`src/rtl/pc_ras_pkg.sv`:
```
// Shared package for the program counter with return-address stack.
// Provides the modePC operation enum and default width constants.
package pico;

    typedef enum logic [2:0] {
        INCREMENT = 3'd0,
        RELATIVE  = 3'd1,
        JUMP      = 3'd2,
        CALL      = 3'd3,
        RETURN    = 3'd4
    } modePC;

    localparam int PICO_AW    = 16;
    localparam int PICO_DW    = 16;
    localparam int PICO_DEPTH = 4;

endpackage

```
`src/rtl/pc_ras_if.sv`:
```
// Control/status bundle of pc_ras.
//   halt_i  : freeze all state
//   mode_i  : operation (modePC)
//   data_i  : signed offset or target
//   addr_o  : current program address
//   depth_o : valid stack entries
//   full_o / empty_o : stack occupancy flags
//   err_o   : sticky stack-fault flag
// master drives the controls, slave is the pc_ras side.
interface pc_ras_if
    import pico::*;
#(
    parameter int AW    = PICO_AW,
    parameter int DW    = PICO_DW,
    parameter int DEPTH = PICO_DEPTH
);
    logic                          halt_i;
    modePC                         mode_i;
    logic signed [DW-1:0]          data_i;
    logic [AW-1:0]                 addr_o;
    logic [$clog2(DEPTH+1)-1:0]    depth_o;
    logic                          full_o;
    logic                          empty_o;
    logic                          err_o;

    modport master (
        output halt_i, mode_i, data_i,
        input  addr_o, depth_o, full_o, empty_o, err_o
    );

    modport slave (
        input  halt_i, mode_i, data_i,
        output addr_o, depth_o, full_o, empty_o, err_o
    );
endinterface

```
`src/rtl/ras_lifo.sv`:
```
// Return-address LIFO. Entry 0 is the top of stack; a push shifts every
// entry down one slot, so a push while full drops the oldest entry and the
// stack behaves circularly. A pop shifts up and clears the vacated slot.
//   clk_i, rst_i : clock, async active-high reset
//   i_push/i_pop : operations (mutually exclusive; pop ignored when empty)
//   i_data       : value to push
//   o_top        : top entry
//   o_count      : valid entries
//   o_full/o_empty : occupancy flags derived from the count register
module ras_lifo #(
    parameter int AW    = 16,
    parameter int DEPTH = 4,
    parameter int CW    = $clog2(DEPTH+1)
) (
    input  logic          clk_i,
    input  logic          rst_i,
    input  logic          i_push,
    input  logic          i_pop,
    input  logic [AW-1:0] i_data,
    output logic [AW-1:0] o_top,
    output logic [CW-1:0] o_count,
    output logic          o_full,
    output logic          o_empty
);
    logic [DEPTH-1:0][AW-1:0] r_stk;
    logic [CW-1:0]            r_count;

    always_ff @(posedge clk_i or posedge rst_i) begin
        if (rst_i) begin
            r_stk   <= '0;
            r_count <= '0;
        end else if (i_push) begin
            r_stk[0] <= i_data;
            for (int i = 1; i < DEPTH; i++) r_stk[i] <= r_stk[i-1];
            if (!o_full) r_count <= r_count + CW'(1);
        end else if (i_pop && !o_empty) begin
            for (int i = 0; i < DEPTH-1; i++) r_stk[i] <= r_stk[i+1];
            r_stk[DEPTH-1] <= '0;
            r_count        <= r_count - CW'(1);
        end
    end

    assign o_top   = r_stk[0];
    assign o_count = r_count;
    assign o_full  = (r_count == CW'(DEPTH));
    assign o_empty = (r_count == '0);
endmodule

```
`src/rtl/pc_ras.sv`:
```
// Program counter with return-address stack.
//   clk_i : clock, rising edge
//   rst_i : async active-high reset
//   bus   : pc_ras_if.slave (halt_i, mode_i, data_i in; addr_o, depth_o,
//           full_o, empty_o, err_o out)
// Macro PC_RAS_FAULT_TRAP_EN: when defined, CALL-when-full and
// RETURN-when-empty step the address by one and set a sticky err_o. When
// undefined, the stack is circular on overflow, RETURN on empty goes to
// address 0, and err_o is constant 0.
module pc_ras
    import pico::*;
#(
    parameter int AW    = PICO_AW,
    parameter int DW    = PICO_DW,
    parameter int DEPTH = PICO_DEPTH
) (
    input  logic     clk_i,
    input  logic     rst_i,
    pc_ras_if.slave  bus
);
    localparam int CW = $clog2(DEPTH+1);

    logic [AW-1:0] r_addr;
    logic [AW-1:0] w_next, w_inc, w_tgt, w_off, w_top;
    logic          w_push, w_pop, w_full, w_empty;
    logic [CW-1:0] w_count;

    // Target is the low AW bits of data_i; the offset is data_i sign-extended
    // or truncated to AW bits.
    generate
        if (DW >= AW) begin : g_trunc
            assign w_tgt = bus.data_i[AW-1:0];
            assign w_off = bus.data_i[AW-1:0];
            if (DW > AW) begin : g_hi
                logic w_unused_hi;
                assign w_unused_hi = ^bus.data_i[DW-1:AW];
            end
        end else begin : g_ext
            assign w_tgt = {{(AW-DW){1'b0}}, bus.data_i};
            assign w_off = {{(AW-DW){bus.data_i[DW-1]}}, bus.data_i};
        end
    endgenerate

    assign w_inc = r_addr + AW'(1);

`ifdef PC_RAS_FAULT_TRAP_EN
    logic w_fault;
    logic r_err;
`endif

    always_comb begin
        w_next = r_addr;
        w_push = 1'b0;
        w_pop  = 1'b0;
`ifdef PC_RAS_FAULT_TRAP_EN
        w_fault = 1'b0;
`endif
        if (!bus.halt_i) begin
            case (bus.mode_i)
                RELATIVE: w_next = r_addr + w_off;
                JUMP:     w_next = w_tgt;
                CALL: begin
`ifdef PC_RAS_FAULT_TRAP_EN
                    if (w_full) begin
                        w_next  = w_inc;
                        w_fault = 1'b1;
                    end else begin
                        w_push = 1'b1;
                        w_next = w_tgt;
                    end
`else
                    // Overflow drops the oldest entry inside the LIFO.
                    w_push = 1'b1;
                    w_next = w_tgt;
`endif
                end
                RETURN: begin
                    if (!w_empty) begin
                        w_pop  = 1'b1;
                        w_next = w_top;
                    end else begin
`ifdef PC_RAS_FAULT_TRAP_EN
                        w_next  = w_inc;
                        w_fault = 1'b1;
`else
                        w_next  = '0;
`endif
                    end
                end
                default: w_next = w_inc;
            endcase
        end
    end

    always_ff @(posedge clk_i or posedge rst_i) begin
        if (rst_i) r_addr <= '0;
        else       r_addr <= w_next;
    end

`ifdef PC_RAS_FAULT_TRAP_EN
    always_ff @(posedge clk_i or posedge rst_i) begin
        if (rst_i)        r_err <= 1'b0;
        else if (w_fault) r_err <= 1'b1;
    end
    assign bus.err_o = r_err;
`else
    assign bus.err_o = 1'b0;
`endif

    ras_lifo #(.AW(AW), .DEPTH(DEPTH), .CW(CW)) u_lifo (
        .clk_i   (clk_i),
        .rst_i   (rst_i),
        .i_push  (w_push),
        .i_pop   (w_pop),
        .i_data  (w_inc),
        .o_top   (w_top),
        .o_count (w_count),
        .o_full  (w_full),
        .o_empty (w_empty)
    );

    assign bus.addr_o  = r_addr;
    assign bus.depth_o = w_count;
    assign bus.full_o  = w_full;
    assign bus.empty_o = w_empty;
endmodule

```
`src/flat_wrapper.sv`:
```
// flat-port wrapper written by rule: the top's interface ports become plain ports
module pc_ras_flat import pico::*;
#(
    parameter int AW    = PICO_AW,
    parameter int DW    = PICO_DW,
    parameter int DEPTH = PICO_DEPTH
)
  (clk_i, rst_i, bus_halt_i, bus_mode_i, bus_data_i, bus_addr_o, bus_depth_o, bus_full_o, bus_empty_o, bus_err_o);
  pc_ras_if #(.AW(AW), .DW(DW), .DEPTH(DEPTH)) bus_i ();
  input  logic clk_i;
  input  logic rst_i;
  input wire logic [$bits(bus_i.halt_i)-1:0] bus_halt_i;
  input wire logic [$bits(bus_i.mode_i)-1:0] bus_mode_i;
  input wire logic [$bits(bus_i.data_i)-1:0] bus_data_i;
  output wire logic [$bits(bus_i.addr_o)-1:0] bus_addr_o;
  output wire logic [$bits(bus_i.depth_o)-1:0] bus_depth_o;
  output wire logic [$bits(bus_i.full_o)-1:0] bus_full_o;
  output wire logic [$bits(bus_i.empty_o)-1:0] bus_empty_o;
  output wire logic [$bits(bus_i.err_o)-1:0] bus_err_o;
  assign bus_i.halt_i = bus_halt_i;
  assign bus_i.mode_i = bus_mode_i;
  assign bus_i.data_i = bus_data_i;
  assign bus_addr_o = bus_i.addr_o;
  assign bus_depth_o = bus_i.depth_o;
  assign bus_full_o = bus_i.full_o;
  assign bus_empty_o = bus_i.empty_o;
  assign bus_err_o = bus_i.err_o;
  pc_ras #(.AW(AW), .DW(DW), .DEPTH(DEPTH)) u_core (.clk_i(clk_i), .rst_i(rst_i), .bus(bus_i));
endmodule
```
`config.mk`:
```
export PLATFORM = sky130hd
export DESIGN_NAME = pc_ras_flat
export DESIGN_NICKNAME = d
export VERILOG_FILES = /design/src/rtl/pc_ras_pkg.sv /design/src/rtl/pc_ras_if.sv /design/src/rtl/ras_lifo.sv /design/src/rtl/pc_ras.sv /design/src/flat_wrapper.sv
export SDC_FILE = /design/constraint.sdc
export NUM_CORES = 1
export LEC_CHECK = 0
export CAP_MARGIN = 15
export CORE_MARGIN = 2
export CORE_UTILIZATION = 30
export CTS_CLUSTER_DIAMETER = 100
export CTS_CLUSTER_SIZE = 12
export DETAILED_ROUTE_END_ITERATION = 7
export HOLD_SLACK_MARGIN = 0.03
export SYNTH_ARGS = -nofsm -noshare
export SYNTH_HDL_FRONTEND = slang
export SYNTH_SLANG_ARGS = --single-unit
```
`constraint.sdc`:
```
create_clock -name clk_i -period 3.27 [get_ports clk_i]
set_input_delay 0.654 -clock clk_i [delete_from_list [all_inputs] [get_ports clk_i]]
set_output_delay 0.654 -clock clk_i [all_outputs]
set_load 0.02 [all_outputs]
```
== Word level (Yosys, flattened, before mapping) ==
Index checks and enable logic that the tools add are counted.

* Register bits: 83
* Bits of input ports: 22
* Output and inout bits: 22
* Logic and storage cells: 34

* Add/subtract/negate cells: 4
* Equality and inequality tests: 6
* Multiplexer cells: 12
* Reduce and logical (&&, ||, !) cells: 6

{| class="wikitable"
|+ Operators with widths
! operator !! count
|-
| two-way mux 64 bit || 2
|-
| case mux 16 bit (3 select lines) || 1
|-
| adder 16 x 1 -> 16 bit, second input constant || 1
|-
| adder 16 bit || 1
|-
| two-way mux 16 bit || 1
|-
| two-way mux 3 bit || 3
|-
| equality test 3 x 2 -> 1 bit, second input constant || 2
|-
| equality test 3 bit, second input constant || 2
|-
| two-way mux 1 bit || 5
|-
| adder 3 x 1 -> 3 bit, second input constant || 1
|-
| equality test 3 x 1 -> 1 bit, second input constant || 1
|-
| logical NOT 3 bit || 1
|-
| subtractor 3 x 1 -> 3 bit, second input constant || 1
|-
| != test 2 bit, second input constant || 1
|-
| AND reduction 2 bit || 1
|-
| nonzero test 2 bit || 1
|-
| OR reduction 2 bit || 1
|-
| logical AND 1 bit || 1
|-
| logical NOT 1 bit || 1
|}

== Logic depth before layout (Yosys ltp) ==
* Depth after elaboration: 7
* Gate-level depth with buffers: 10
* Gate-level depth less buffers: 9

== By module ==
A second synthesis with hierarchy kept.

* Cell total of the unflattened synthesis: 609
* Area, all modules: 5378.9 µm²

{| class="wikitable"
|+ Modules (own cells, without submodules)
! module !! instances !! cells an instance !! area each (µm²) !! sequential area each (µm²)
|-
| ras_lifo || 1 || 329 || 3193.1 || 1676.6
|-
| pc_ras || 1 || 280 || 2185.8 || 400.4
|}

== Worst setup path before layout ==
OpenSTA, ideal clock, no wires.

* Kind: input-to-reg
* Start point: in bus_data_i[0]
* End point: reg u_core.r_addr[14] (netlist: u_core.bus.addr_o[14])
* Library setup time: 0.118 ns
* Arrival time: 2.546 ns
* Data required time: 3.152 ns
* Path slack: 0.606 ns
* Stages: 9
* Path buffers: 0
* Path through: ha_1 inv_1 fa_1 nor2b_4 o31a_1 o211a_1 a2111oi_0 mux2_2 a21o_1

* Cells in the longest elaborated chain, start to end: 2

{| class="wikitable"
|+ Ends and longest elaborated chain
! item !! line !! text
|-
| from (decl) || flat_wrapper.sv:14 || <nowiki>input wire logic [$bits(bus_i.data_i)-1:0] bus_data_i;</nowiki>
|-
| adder 16 bit || pc_ras.sv:60 || <nowiki>RELATIVE: w_next = r_addr + w_off;</nowiki>
|-
| case mux 16 bit (3 select lines) || pc_ras.sv:59 || <nowiki>case (bus.mode_i)</nowiki>
|-
| to (signal assigned) || pc_ras.sv:97 || <nowiki>else r_addr <= w_next;</nowiki>
|-
| to (decl) || pc_ras.sv:23 || <nowiki>logic [AW-1:0] r_addr;</nowiki>
|}

Every way passes these cells.
A chain may end at the register's enable or synchronous reset.

== Final worst setup path ==
Same ends and word-level chain as after synthesis.

==> out/qor.csv <==
metric;value;unit
status;complete, no violations;
timing.rr.start;u_core.bus.addr_o[2]$_DFFE_PP0N_;
setup_viol;0;
syn_area;4900;um^2
cp-end-kind;flip-flop;
vdd_drop_max;273;uV
grt_max_degree;52;
synth_cells;555;
worst_pin_slew;1.07;ns
fin_hold_ws;0.488;ns
critPathArrivalTime;3.08;ns
ant_nets;0;
drt_pass1_iterations;5;
path_clk_slew;0.07;ns
yosys.area.top_type;dfrtp_1;
portBuffers;42;
synth_nets;595;
post_cts_buffers;0;
cts_tree;done;
grt_antenna_before_repair;0;
drive_gt1_frac;0.0774;
top_usage_layer;met2;
grt_use_met3;0.0319;
slew_headroom;0.282;
grt_pass1_wl;22.3;mm
worstSetupStartpointType;primary input;
synthTopCellsByCount;nand2_1 (121), dfrtp_1 (83), a22oi_1 (45);
die_height;132;um
nets;629;
grt_use_met1;0.218;
core_area;15900;um^2
cts.path.max_buffers;2;
wl;13.4;mm
p_total;4.08;mW
drc;0;
cp_top_family;compound AO/OA/AOI/OAI gates;
numCtsBuffers;9;
met2_usage;0.242;
critPathMaxStageDelay;0.43;ns
cp_num_buf_inv;2;
path_class;in2reg;
insertion_delay;0.34;ns
syn_to_final_growth;20.7;%
placed_area;5580;um^2
cp-startpoint;bus_data_i[0];
gp_congestion;0.872;
synth_most_common_cell;nand2_1;
dr.first_iter.drc_count;405;
vias;4406;
cts_resized;0;
cts_htree_levels;3;
pin_count;44;
maxCapViolCount;0;
dieArea;17400;um^2
viasPerCell;5.44;
ys_seq_elements;83;
dp_worst_setup_slack;0.0468;ns
fp.dieW;132;um
final.setup.worst_slack;0.411;ns
synth_seq_area_share;0.424;
final_max_slew_viol_count;0;
synth_area_per_cell;8.83;um^2
fmax;350;MHz
synth_top_area_frac;0.424;
fillers;1588;
num_rows;46;
p_leak;2.60;nW
grt-ovfl-total;0;
async_flop_share;1.00;
cts_sinks;83;
hold_viol_final;0;
n_antenna_cell;0;
clockRootBuffer;clkbuf_16;
final_area;5910;um^2
hold_buffers;0;
synth_edf_count;0;
powerDensity;690;nW/um^2
fin_crit_sh;0.874;
synth_area_leaders;dfrtp_1 (42%), nand2_1 (9.3%), a22oi_1 (6.9%);
avgRoutedWirePerCell;16.6;um
period_needed;2.86;ns
cp_slowest_cell;clkdlybuf4s50_1;
path_cells;clkdlybuf4s50_1 > ha_1 > inv_1 > fa_1 > nor2b_4 > o31a_1 > o211a_1 > a2111oi_0 > mux2_2 > a21o_1;
ys_warn_count;0;
initial_utilization;0.307;
hpwl;9.46;mm
critPathMaxFanout;2;
synth_ff_type;dfrtp_1;
grt_pass1_vias;4232;
grt_use_total;0.157;
hold_path.class;reg2reg;
holdCritStartpoint;u_core.u_lifo.r_stk[52]$_DFFE_PP0P_;
skew;0.0105;ns
rsz0062_at_grt;no;
required;3.49;ns
ys_types;59;
fin_setup_tns;0;ns
## worst min-delay path, delay by kind of cell (launching register included)
kind	cells	cell delay, ns
AOI/OAI and AO/OA	1	0.07
and+or+nand+nor	1	0.06
DFF	1	0.34
## final cells by class
cell class,instances,area [um^2],share of cell area
Multi-Input combinational cell,421,2620,0.443
Sequential cell,83,2080,0.351
Timing Repair Buffer,59,561,0.0948
Tap cell,216,270,0.0457
Clock buffer,11,243,0.0411
Clock inverter,5,85.1,0.0144
Inverter,15,57.6,0.00974
## layer usage
layer | vias to the layer above | part of all wire
met2 | 153 | 0.45
met1 | 2142 | 0.47
met3 | 22 | 0.056
met5 | - | 0
met4 | 0 | 0.020
li1 | 2089 | -
## final timing paths
path	endpoint	slack, ns	cells after the start
max	u_core.bus.addr_o[14]$_DFFE_PP0N_	0.41	10
min	u_core.u_lifo.r_stk[36]$_DFFE_PP0P_	0.49	2
max reg2reg	u_core.bus.addr_o[14]$_DFFE_PP0N_	0.73	7
min reg2reg	u_core.u_lifo.r_stk[36]$_DFFE_PP0P_	0.49	2
max in group asynchronous	u_core.bus.addr_o[10]$_DFFE_PP0N_	1.85	3
min in group asynchronous	u_core.u_lifo.r_stk[32]$_DFFE_PP0P_	0.72	2
## sequential cells by signal, summed over array words and instances (netlist names)
register,cells
u_core.bus.addr_o,16
u_core.u_lifo.o_count,3
u_core.u_lifo.o_top,16
u_core.u_lifo.r_stk,48
## power by group
part           internal (mW)  switching, mW  total, mW
logic                  0.576          0.688       1.26
registers               1.34          0.354       1.70
clock network          0.694          0.419       1.11
## cells by family (layout without fill, tap and decap cells)
logic type                 Yosys count  after routing  synth area share
other                                1              1          0.000765
adders and majority gates           18             18            0.0490
xor gates and xnor gates            22             22            0.0393
AOI/OAI and AO/OA                  171            171             0.241
and+or+nand+nor                    202            202             0.187
buffers and inverters               51             90            0.0432
DFF                                 83             83             0.424
muxes                                7              7            0.0153
## per-stage QoR
| stage | std cells | util |
|---|---|---|
| 3_3_place_gp | 794 | 0.350 |
| 4_1_cts | 810 | 0.371 |
| 6_report | 810 | 0.371 |
| 3_5_place_dp | 794 | 0.350 |
| 2_1_floorplan | 555 | - |
| 5_1_grt | 810 | 0.371 |
## placed cells by master, fill, tap and decap left out, drive strengths merged, types with 16 or more instances in the layout
cell / n
a21oi: 23
a22oi: 45
buf: 17
clkdlybuf4s50: 42
dfrtp: 83
ha: 16
nand2: 121
nor2: 27
o21ai: 40
xnor2: 16
(Power assumes the default switching activity.)
